===== config.mk =====
export PLATFORM = sky130hd
export DESIGN_NAME = shift_register_ctrl_flat
export DESIGN_NICKNAME = d
export VERILOG_FILES = /design/src/rtl/shift_register_ctrl_if.sv /design/src/rtl/shift_register_ctrl.sv /design/src/flat_wrapper.sv
export SDC_FILE = /design/constraint.sdc
export NUM_CORES = 1
export LEC_CHECK = 0
export CAP_MARGIN = 20
export CORE_MARGIN = 4
export CORE_UTILIZATION = 38
export DETAILED_ROUTE_END_ITERATION = 6
export PLACE_DENSITY_LB_ADDON = 0.15
export SLEW_MARGIN = 20
export SYNTH_ARGS = -nofsm -noshare
export SYNTH_HDL_FRONTEND = slang
export SYNTH_SLANG_ARGS = --single-unit

===== constraint.sdc =====
create_clock -name clk -period 1.5 [get_ports clk]
set_input_delay 0.3 -clock clk [delete_from_list [all_inputs] [get_ports clk]]
set_output_delay 0.3 -clock clk [all_outputs]
set_load 0.01 [all_outputs]

===== src/rtl/shift_register_ctrl_if.sv =====
// ----------------------------------------------------------------------------
// shift_register_ctrl_if
//   Bundles the word-producer handshake and the shift-register control bus of
//   shift_register_ctrl. clk and reset stay plain ports on the controller.
//
//   Producer -> controller : start, abort, din[N-1:0]
//   Controller -> producer : ready, busy, done, bit_idx[$clog2(N)-1:0]
//   Controller -> register : sr_load, sr_shift, sr_data[N-1:0]
//
//   master : the producer / observer side (drives start, abort, din)
//   slave  : the controller side
// ----------------------------------------------------------------------------
interface shift_register_ctrl_if #(
    parameter int N = 4
);
    localparam int BW = $clog2(N);

    logic          start;
    logic          abort;
    logic [N-1:0]  din;
    logic          ready;
    logic          sr_load;
    logic [N-1:0]  sr_data;
    logic          sr_shift;
    logic          busy;
    logic          done;
    logic [BW-1:0] bit_idx;

    modport master (
        output start, abort, din,
        input  ready, sr_load, sr_data, sr_shift, busy, done, bit_idx
    );

    modport slave (
        input  start, abort, din,
        output ready, sr_load, sr_data, sr_shift, busy, done, bit_idx
    );
endinterface


===== src/rtl/shift_register_ctrl.sv =====
// ----------------------------------------------------------------------------
// shift_register_ctrl
//   Sequencer for an N-bit parallel-load / right-shift register (LSB-first
//   serial out). Accepts a word on start/ready, issues one load strobe, then
//   exactly N shift strobes spaced DIV clocks apart, then a one-cycle done.
//
//   Ports:
//     clk    in   system clock, rising edge
//     reset  in   synchronous, active-high reset
//     bus    slave modport of shift_register_ctrl_if
//              start/abort/din in; ready/busy/done/bit_idx out;
//              sr_load/sr_shift/sr_data to the shift register
//
//   State  | meaning
//   -------+---------------------------------------------------------------
//   IDLE   | waiting for start; ready=1
//   LOAD   | one-cycle sr_load with the captured word
//   SHIFT  | bit-period timing; sr_shift on the last clock of each period
//   DONE   | one-cycle done pulse, then back to IDLE
// ----------------------------------------------------------------------------
module shift_register_ctrl #(
    parameter int N   = 4,
    parameter int DIV = 3
) (
    input  logic                 clk,
    input  logic                 reset,
    shift_register_ctrl_if.slave bus
);
    localparam int BW = $clog2(N);
    localparam int DW = (DIV > 1) ? $clog2(DIV) : 1;

    localparam logic [DW-1:0] DIV_LAST = DW'(DIV - 1);
    localparam logic [BW-1:0] BIT_LAST = BW'(N - 1);

    typedef enum logic [1:0] {
        S_IDLE  = 2'd0,
        S_LOAD  = 2'd1,
        S_SHIFT = 2'd2,
        S_DONE  = 2'd3
    } state_t;

    state_t        state_q, state_d;
    logic [DW-1:0] div_cnt_q, div_cnt_d;
    logic [BW-1:0] bit_cnt_q, bit_cnt_d;
    logic [N-1:0]  data_q, data_d;
    logic          shift_tick;

    // Last clock of a bit period while shifting.
    assign shift_tick = (state_q == S_SHIFT) && (div_cnt_q == DIV_LAST);

    always_ff @(posedge clk) begin
        if (reset) begin
            state_q   <= S_IDLE;
            div_cnt_q <= '0;
            bit_cnt_q <= '0;
            data_q    <= '0;
        end else begin
            state_q   <= state_d;
            div_cnt_q <= div_cnt_d;
            bit_cnt_q <= bit_cnt_d;
            data_q    <= data_d;
        end
    end

    always_comb begin
        state_d   = state_q;
        div_cnt_d = div_cnt_q;
        bit_cnt_d = bit_cnt_q;
        data_d    = data_q;

        case (state_q)
            S_IDLE: begin
                // abort beats a simultaneous start
                if (bus.start && !bus.abort) begin
                    data_d    = bus.din;
                    div_cnt_d = '0;
                    bit_cnt_d = '0;
                    state_d   = S_LOAD;
                end
            end
            S_LOAD: begin
                div_cnt_d = '0;
                bit_cnt_d = '0;
                state_d   = S_SHIFT;
            end
            S_SHIFT: begin
                if (shift_tick) begin
                    div_cnt_d = '0;
                    // bit_cnt parks at N-1 after the final shift so it fits BW bits
                    if (bit_cnt_q == BIT_LAST) begin
                        state_d = S_DONE;
                    end else begin
                        bit_cnt_d = bit_cnt_q + 1'b1;
                    end
                end else begin
                    div_cnt_d = div_cnt_q + 1'b1;
                end
            end
            S_DONE: begin
                state_d = S_IDLE;
            end
            default: begin
                state_d = S_IDLE;
            end
        endcase

        // Abort returns to IDLE from any active state; captured word is kept.
        if (bus.abort && (state_q != S_IDLE)) begin
            state_d   = S_IDLE;
            div_cnt_d = '0;
            bit_cnt_d = '0;
        end
    end

    assign bus.ready    = (state_q == S_IDLE);
    assign bus.sr_load  = (state_q == S_LOAD);
    assign bus.sr_shift = shift_tick;
    assign bus.busy     = (state_q == S_LOAD) || (state_q == S_SHIFT);
    assign bus.done     = (state_q == S_DONE);
    assign bus.sr_data  = data_q;
    assign bus.bit_idx  = bit_cnt_q;

endmodule

===== src/flat_wrapper.sv =====
// flat-port wrapper written by rule: the top's interface ports become plain ports
module shift_register_ctrl_flat 
#(
    parameter int N   = 4,
    parameter int DIV = 3
)
  (clk, reset, bus_start, bus_abort, bus_din, bus_ready, bus_sr_load, bus_sr_data, bus_sr_shift, bus_busy, bus_done, bus_bit_idx);
  shift_register_ctrl_if #(.N(N)) bus_i ();
  input  logic clk;
  input  logic reset;
  input wire logic [$bits(bus_i.start)-1:0] bus_start;
  input wire logic [$bits(bus_i.abort)-1:0] bus_abort;
  input wire logic [$bits(bus_i.din)-1:0] bus_din;
  output wire logic [$bits(bus_i.ready)-1:0] bus_ready;
  output wire logic [$bits(bus_i.sr_load)-1:0] bus_sr_load;
  output wire logic [$bits(bus_i.sr_data)-1:0] bus_sr_data;
  output wire logic [$bits(bus_i.sr_shift)-1:0] bus_sr_shift;
  output wire logic [$bits(bus_i.busy)-1:0] bus_busy;
  output wire logic [$bits(bus_i.done)-1:0] bus_done;
  output wire logic [$bits(bus_i.bit_idx)-1:0] bus_bit_idx;
  assign bus_i.start = bus_start;
  assign bus_i.abort = bus_abort;
  assign bus_i.din = bus_din;
  assign bus_ready = bus_i.ready;
  assign bus_sr_load = bus_i.sr_load;
  assign bus_sr_data = bus_i.sr_data;
  assign bus_sr_shift = bus_i.sr_shift;
  assign bus_busy = bus_i.busy;
  assign bus_done = bus_i.done;
  assign bus_bit_idx = bus_i.bit_idx;
  shift_register_ctrl #(.N(N), .DIV(DIV)) u_core (.clk(clk), .reset(reset), .bus(bus_i));
endmodule

# --- After elaboration in Yosys (flattened, before gate mapping) ---
# Index checks and enable logic that the tools add are counted.
# W data, S select, Z words.
totals:
  regBits: 10
op_classes:
  n_addsub: 2
  n_reduce_logical: 13
  n_eq_ne: 9
  muxes: 10
op_table:
  columns: ["operator", "count"]
  rows:
  - ["$mux W2", 7]
  - ["$pmux W2 S3", 2]
  - ["$eq A2 B2 Y1 const B", 4]
  - ["$pmux W2 S4", 1]
  - ["$ne A2 B2 Y1 const B", 3]
  - ["$add A2 B1 Y2 const B", 2]
  - ["$reduce_and A2 Y1", 2]
  - ["$reduce_and A4 Y1", 1]
  - ["$logic_and A1 B1 Y1", 3]
  - ["$reduce_and A3 Y1", 1]
  - ["$reduce_bool A3 Y1", 1]
  - ["$eq A2 B1 Y1 const B", 1]
  - ["$logic_not A2 Y1", 1]
  - ["$ne A2 B1 Y1 const B", 1]
  - ["$reduce_bool A2 Y1", 1]
  - ["$reduce_or A2 Y1", 1]
  - ["$logic_not A1 Y1", 1]
  - ["$logic_or A1 B1 Y1", 1]

# --- Logic depth before layout (Yosys ltp) ---
# Gate-level depths: netlist of the first run.
depth:
  ltp_word: 4
  depth_mapped: 7
  mapped_depth_nobuf: 6

# --- Least setup slack after synthesis of the first run ---
# OpenSTA, ideal clock, no wires.
synth_timing:
  path_kind: "reg2reg"
  start: "register u_core.state_q[0]"
  end: "register u_core.data_q[0] (netlist: u_core.bus.sr_data[0])"
  period_less_slack_ns: 1.493
  path_stages_with_launch: 8
  slack_ns: 0.007
  arrival_ns: 1.378
  path_buffers: 1
  path_cell_list: "dfxtp_1 inv_1 ha_1 inv_1 or2_1 buf_2 mux2i_1 nor2_1"
synth_via:
  elab_chain_cells: 2
synth_rtl:
  columns: ["element", "line", "source"]
  rows:
  - ["start, declared", "shift_register_ctrl.sv:42", "state_t state_q, state_d;"]
  - ["start signal, assigned", "shift_register_ctrl.sv:58", "state_q <= state_d;"]
  - ["$logic_not A2 Y1", null, null]
  - ["named net bus_ready", "flat_wrapper.sv:14", "output wire logic [$bits(bus_i.ready)-1:0] bus_ready;"]
  - ["$reduce_and A2 Y1 (no line)", null, null]
  - ["end signal, assigned", "shift_register_ctrl.sv:61", "data_q <= data_d;"]
  - ["end, declared", "shift_register_ctrl.sv:45", "logic [N-1:0] data_q, data_d;"]
# The timed path passes the listed nets, and every way through them passes these cells.
# A chain may end at the register's enable or synchronous reset.

# --- Worst setup path in the final report of the first run ---
layout_timing:
  start: "register u_core.state_q[1]"
  end: "output bus_done"
layout_via:
  elab_chain_cells: 1
layout_rtl:
  columns: ["element", "line", "source"]
  rows:
  - ["$eq A2 B2 Y1", "shift_register_ctrl.sv:119", "assign bus.done = (state_q == S_DONE);"]
  - ["end, declared", "flat_wrapper.sv:19", "output wire logic [$bits(bus_i.done)-1:0] bus_done;"]
# No other way between the ends.

==> flow_summary.yaml, run 1 <==
yosys:
  ys_seq_area_share_pct: 36.12
  synthCells: 56
  synth_cell_types: 19
  synth_area_leaders: "dfxtp_1 36%, mux2i_1 14%, ha_1 14%, nor2_1 7.4%, a221oi_4 4.7%"
  syn_nets: 70
  synth_area_um2: 554.3
  synth_seq_cells: 10
  yosys.area.top_type_share_pct: 36.12
  syn_avg_cell_area_um2: 9.898
  synth_area_leader_cell: "dfxtp_1"
  ys.warnings.count: 0
power:
  p_per_area_mw_per_mm2: 1470
  leakagePower_nw: 0.4476
  max-vdd-ir-drop_mv: 1.128
timing:
  setup_viol: 0
  fin_tns_setup_ns: 0
  finalMaxSlewViolations: 0
  finalHoldViolations: 0
  max_freq_ghz: 0.6772
  finClkSkew_ns: 0.001408
  grt_setup_unrepaired: "true"
  period_needed_ns: 1.477
  finalWorstSetupSlack_ns: 0.02333
  slew-limit-headroom_pct: 83.30
  tightest_slew_ns: 0.2505
  fin_crit_sh_pct: 98.44
finish:
  area_growth_pct: 69.07
  fill_cells: 115
  antenna_cells: 0
  nets: 104
  layout-drive-gt1-share_pct: 42.70
  layout_common_cells: "11 x nor2_1, 11 x clkdlybuf4s50_1, 10 x buf_4, 8 x mux2i_1, 8 x dfxtp_1"
hold_path:
  hold_path_end: "u_core.bus.sr_data[0]"
  hp-class: "reg -> reg"
  min_from: "u_core.bus.sr_data[0]"
  min_path_cells: 2
setup_path:
  r2r_slack_ns: 0.03
  endpoint_kind: "primary output"
  reg2reg_to: "u_core.bus.bit_idx[0]"
  critPathArrivalTime_ns: 1.18
  start_kind: "register"
  worstSetupPathType: "reg -> out"
  worst-path-max-fanout: 4
  cp.required_ns: 1.20
  reg2reg_from: "u_core.state_q[0]"
  reg2reg_depth: 7
clock_tree:
  insertion_delay_ns: 0.26
  clk_pin_slew_ns: 0.06
  cts.sinks: 10
  ctsLongestPathBuffers: 2
  postCtsHoldBufs: 0
  cts_root_buf: "clkbuf_4"
  htreeDepth: 1
  cts_buffers: 3
  cts_tree: "done"
die:
  chipWidth_um: 46.19
  initial_core_util_pct: 41.56
  die_h_um: 46.19
  row_count: 13
  coreArea_mm2: 0.001334
  die-area_mm2: 0.002134
  ioPinCount: 19
detailed_routing:
  dr_total_vias: 511
  drc: 0
  wl_per_cell_um: 12.45
  first_pass_iters: 4
  ant_nets: 0
  vias_per_cell: 4.913
  drt_iter0_drc: 8
  routed_wirelength_um: 1295
job:
  maxCapViolCount: 0
global_route:
  antenna_found_initial: 0
  grt_pass1_vias: 489
  grt_max_degree: 7
  grt.total_usage_pct: 14.22
  overflow: 0
  grt_pass1_wl_um: 2056
placement:
  dpl.hpwl_um: 997.4
  dp_slack_ns: -0.1784
  port_buffers: 18
  place_congestion: 0.8130
run_status:
  status: "finished, final reports clean"
## layout make-up
class | count | area (µm²) | share of cell area (%)
clock buffers | 4 | 36.28 | 3.872
well taps | 15 | 18.77 | 2.003
repair buffers | 30 | 266.5 | 28.44
flip-flops and latches | 10 | 205.2 | 21.90
inverters | 4 | 17.52 | 1.869
multi-input cells | 41 | 392.9 | 41.92
## logic make-up after synthesis
group | count (synthesis) | synth area share, %
simple gates | 20 | 18.73
flops | 10 | 36.12
mux | 8 | 14.45
compound gates | 7 | 13.54
fa+ha+maj | 6 | 13.54
buf+inv | 5 | 3.610
## Yosys cell counts
cell / instances
nor2_1: 11
nor3_1: 1
or2_1: 1
a21oi_1: 2
a21o_1: 2
dfxtp_1: 10
nand2b_1: 2
buf_2: 1
and3b_2: 1
a221oi_4: 1
mux2i_1: 8
a221oi_2: 1
a311oi_1: 1
nand2_1: 1
nand2b_4: 1
ha_1: 6
nor2b_1: 1
nand3_1: 1
inv_1: 4
## power by group
| group | leakage [nW] | internal, mW | total, mW | switching [mW] |
|---|---|---|---|---|
| Clock | 0.0210 | 0.147 | 0.238 | 0.0911 |
| Combinational | 0.344 | 0.451 | 0.794 | 0.343 |
| Sequential | 0.0824 | 0.310 | 0.344 | 0.0339 |
| Total | 0.448 | 0.909 | 1.38 | 0.468 |
## worst max-delay path, cell delays in order (launching register included)
cell and delay, ns:
dfxtp_4 0.36, buf_4 0.14, ha_2 0.19, clkdlybuf4s15_2 0.22
## sequential cells by signal (all words and copies together), names as in the netlist
signal	cells
u_core.bus.sr_data	4
u_core.bus.bit_idx	2
u_core.div_cnt_q	2
u_core.state_q	2
## worst max path at each step
| stage | from | endpoint | slack, ns | depth (start not counted) |
|---|---|---|---|---|
| 3_3_place_gp | bus_abort | u_core.bus.bit_idx[0] | -0.16 | 5 |
| 5_1_grt | u_core.state_q[0] | u_core.bus.bit_idx[0] | -0.05 | 7 |
| 4_1_cts | u_core.state_q[1] | bus_sr_load | 0.003 | 4 |
| 6_report | u_core.state_q[1] | bus_done | 0.02 | 3 |
| 3_5_place_dp | bus_abort | u_core.div_cnt_q[1] | -0.18 | 5 |
| 2_1_floorplan | u_core.state_q[0] | u_core.bus.sr_data[0] | 0.007 | 7 |
## routing by layer
layer  part of all wire [%]  up-vias  global-route usage (%)  wire length [µm]
li1                       -      259                       -                 -
met1                     46      240                   17.52               600
met2                     48       10                   21.15               617
met3                    4.9        2                   5.859                64
met4                   0.93        0                   6.818                12
met5                      0        -                       0                 0
## what timing repair did
action / CTS / global route
pin swaps: 2 / 7
setup buffers: 0 / 0
setup endpoints to repair: 10 / 16
gates resized for setup: 21 / 19
cloned: 0 / 0
## per-stage QoR
stage	power (mW)	hold slack (ns)	cell area [µm²]	instances	util (%)
2_1_floorplan	0.7104	0.3724	554.3	56	-
3_3_place_gp	1.035	0.4781	838.3	100	62.85
3_5_place_dp	1.049	0.4878	838.3	100	62.85
4_1_cts	1.270	0.5046	873.3	104	65.48
5_1_grt	1.483	0.5404	937.1	104	70.26
6_report	1.377	0.4981	937.1	104	70.26
(Power assumes the default switching activity.)
==> inputs of run 2 (changes only) <==
--- a/config.mk
+++ b/config.mk
@@ -5,10 +5,11 @@
 export SDC_FILE = /design/constraint.sdc
 export NUM_CORES = 1
 export LEC_CHECK = 0
+export ABC_AREA = 1
 export CAP_MARGIN = 20
-export CORE_MARGIN = 4
-export CORE_UTILIZATION = 38
+export CORE_AREA = 4 4 41 43
 export DETAILED_ROUTE_END_ITERATION = 6
+export DIE_AREA = 0 0 45 47
 export PLACE_DENSITY_LB_ADDON = 0.15
 export SLEW_MARGIN = 20
 export SYNTH_ARGS = -nofsm -noshare
==> constraint.sdc (replaced) <==
create_clock -name clk -period 1.75 [get_ports clk]
set_input_delay 0.35 -clock clk [delete_from_list [all_inputs] [get_ports clk]]
set_output_delay 0.35 -clock clk [all_outputs]
set_load 0.01 [all_outputs]
==> run 2 against run 1 <==
Effect of this change: sequential share of layout area up 2.4 points; largest power group unchanged; worst hold slack worse by 0.029 ns; flip-flop and latch count unchanged; largest cell class unchanged; first-iteration DRC count down 63%.
==> flow_summary.yaml, run 2 <==
run_status:
  status: "finished, final reports clean"
setup_path:
  r2r_slack_ns: 0.42
  reg2reg_from: "u_core.state_q[1]"
  cp.required_ns: 1.40
  start_kind: "register"
  worstSetupPathType: "reg -> out"
  worst-path-max-fanout: 4
  critPathArrivalTime_ns: 1.28
  reg2reg_to: "u_core.state_q[0]"
  endpoint_kind: "primary output"
  reg2reg_depth: 7
finish:
  final_core_util_pct: 64.04
  fin_cells: 121
  final_common_cell: "nand2_1"
  fill_cells: 120
  nets: 121
  antenna_cells: 0
  seq_area_um2: 202.7
  layout-drive-gt1-share_pct: 16.04
  area_growth_pct: 41.10
  multi_input_area_um2: 344.1
  largest_register_ffs: 4
  layout_common_cells: "21 x nand2_1, 15 x nor2_1, 13 x clkdlybuf4s50_1, 9 x inv_1, 8 x dfxtp_1"
timing:
  max_freq_ghz: 0.6142
  fin_tns_setup_ns: 0
  grt_setup_unrepaired: "false"
  fin_crit_sh_pct: 93.03
  finalMaxSlewViolations: 0
  finClkSkew_ns: 0.003259
  period_needed_ns: 1.628
  tightest_slew_ns: 0.2588
  setup_viol: 0
  finalWorstSetupSlack_ns: 0.1220
  slew-limit-headroom_pct: 82.73
  finalHoldViolations: 0
placement:
  place_congestion: 0.7434
  dp_slack_ns: 0.06569
  dp_cells: 117
  dpl.hpwl_um: 978.1
  port_buffers: 18
hold_path:
  hp-class: "reg -> reg"
  min_path_cells: 2
  hold_path_end: "u_core.bus.sr_data[0]"
  min_from: "u_core.bus.sr_data[0]"
yosys:
  synth_seq_cells: 10
  yosys.area.top_type_share_pct: 33.90
  synth_area_um2: 590.6
  synthFlopType: "dfxtp_1"
  synth_area_leaders: "dfxtp_1 34%, nand2_1 13%, ha_1 13%, nor2_1 9.5%, inv_1 6.4%"
  ys_seq_area_share_pct: 33.90
  synth_most_common_cell: "nand2_1"
  yosys-top-cells-count: "21 x nand2_1, 15 x nor2_1, 10 x dfxtp_1, 10 x inv_1, 6 x ha_1"
  synth_area_leader_cell: "dfxtp_1"
  ys.warnings.count: 0
  syn_nets: 97
  async_reset_ff_share_pct: 0
  synth_edf_count: 0
  syn_avg_cell_area_um2: 7.115
  synthCells: 83
  synth_cell_types: 16
clock_tree:
  ctsLongestPathBuffers: 2
  cts_buffers: 3
  htreeDepth: 1
  postCtsHoldBufs: 0
  cts_resized: 9
  cts_tree: "done"
  insertion_delay_ns: 0.27
  cts_root_buf: "clkbuf_4"
  cts.sinks: 10
  clk_pin_slew_ns: 0.07
  postCtsSetupRepairBufs: 0
detailed_routing:
  first_pass_iters: 3
  wl_per_cell_um: 10.36
  routed_wirelength_um: 1254
  ant_nets: 0
  vias_per_cell: 4.645
  drc: 0
  dr_total_vias: 562
  drt_iter0_drc: 3
global_route:
  grt.total_usage_pct: 14.17
  grt_pass1_wl_um: 2042
  antenna_found_initial: 0
  overflow: 0
  grt_pass1_vias: 492
  grt_max_degree: 10
power:
  comb_power_share_pct: 50.0
  swShare_pct: 40.29
  p_per_area_mw_per_mm2: 1354
  seq_power_share_pct: 30.8
  pwr-share-clk_pct: 19.1
  max-vdd-ir-drop_mv: 0.7683
  leakagePower_nw: 0.3974
  internal_power_mw: 0.6737
  p_sw_mw: 0.4547
die:
  row_count: 13
  ioPinCount: 19
  die-area_mm2: 0.002115
  initial_core_util_pct: 45.38
  die_h_um: 47
  coreArea_mm2: 0.001301
  chipWidth_um: 45
job:
  maxCapViolCount: 0
[run 2: cell families after synthesis]
kind of cell	share of synthesized area, %
fa+ha+maj	12.71
simple gates	39.41
flops	33.90
buf+inv	8.263
compound gates	5.720
[run 2: worst max-delay path, cell delays in order (launching register included)]
cell	delay (ns)
dfxtp_2	0.36
inv_1	0.08
ha_1	0.28
dlygate4sd2_1	0.29
[run 2: routing by layer]
metal	wire length, µm	GRT usage [%]
met5	0	0
met4	23	10.53
met3	38	4.598
met2	551	19.77
met1	640	18.08
[run 2: stage by stage]
stage          power, mW  area [µm²]  hold WS (ns)
4_1_cts            1.144       832.0        0.4728
2_1_floorplan     0.7332       590.6        0.4191
6_report           1.128       833.3        0.4689
5_1_grt            1.238       833.3        0.5010
3_5_place_dp      0.9414       797.0        0.4528
3_3_place_gp      0.9295       797.0        0.4521
[run 2: final cells by class]
class,count,area share (%)
inverter,11,4.955
timing repair buffer,20,22.82
tap,15,2.252
multi-input combinational,61,41.29
clock buffer,4,4.354
sequential,10,24.32
[run 2: worst max path at each step]
stage,start,end,slack [ns],depth (start not counted)
3_5_place_dp,u_core.state_q[0],bus_sr_shift,0.07,5
2_1_floorplan,u_core.state_q[0],u_core.div_cnt_q[0],0.48,7
4_1_cts,u_core.state_q[0],bus_sr_shift,0.1,5
5_1_grt,u_core.state_q[0],bus_sr_shift,0.01,5
3_3_place_gp,u_core.state_q[0],bus_sr_shift,0.11,5
6_report,u_core.state_q[1],bus_busy,0.12,3
[run 2: power by group through the flow]
stage | combinational, mW | clock (mW) | sequential (mW)
final | 0.565 | 0.216 | 0.348
after global routing | 0.642 | 0.241 | 0.355
after CTS | 0.572 | 0.224 | 0.348
after detailed placement | 0.593 | 0 | 0.349
after global placement | 0.587 | 0 | 0.343
after floorplan | 0.382 | 0 | 0.351
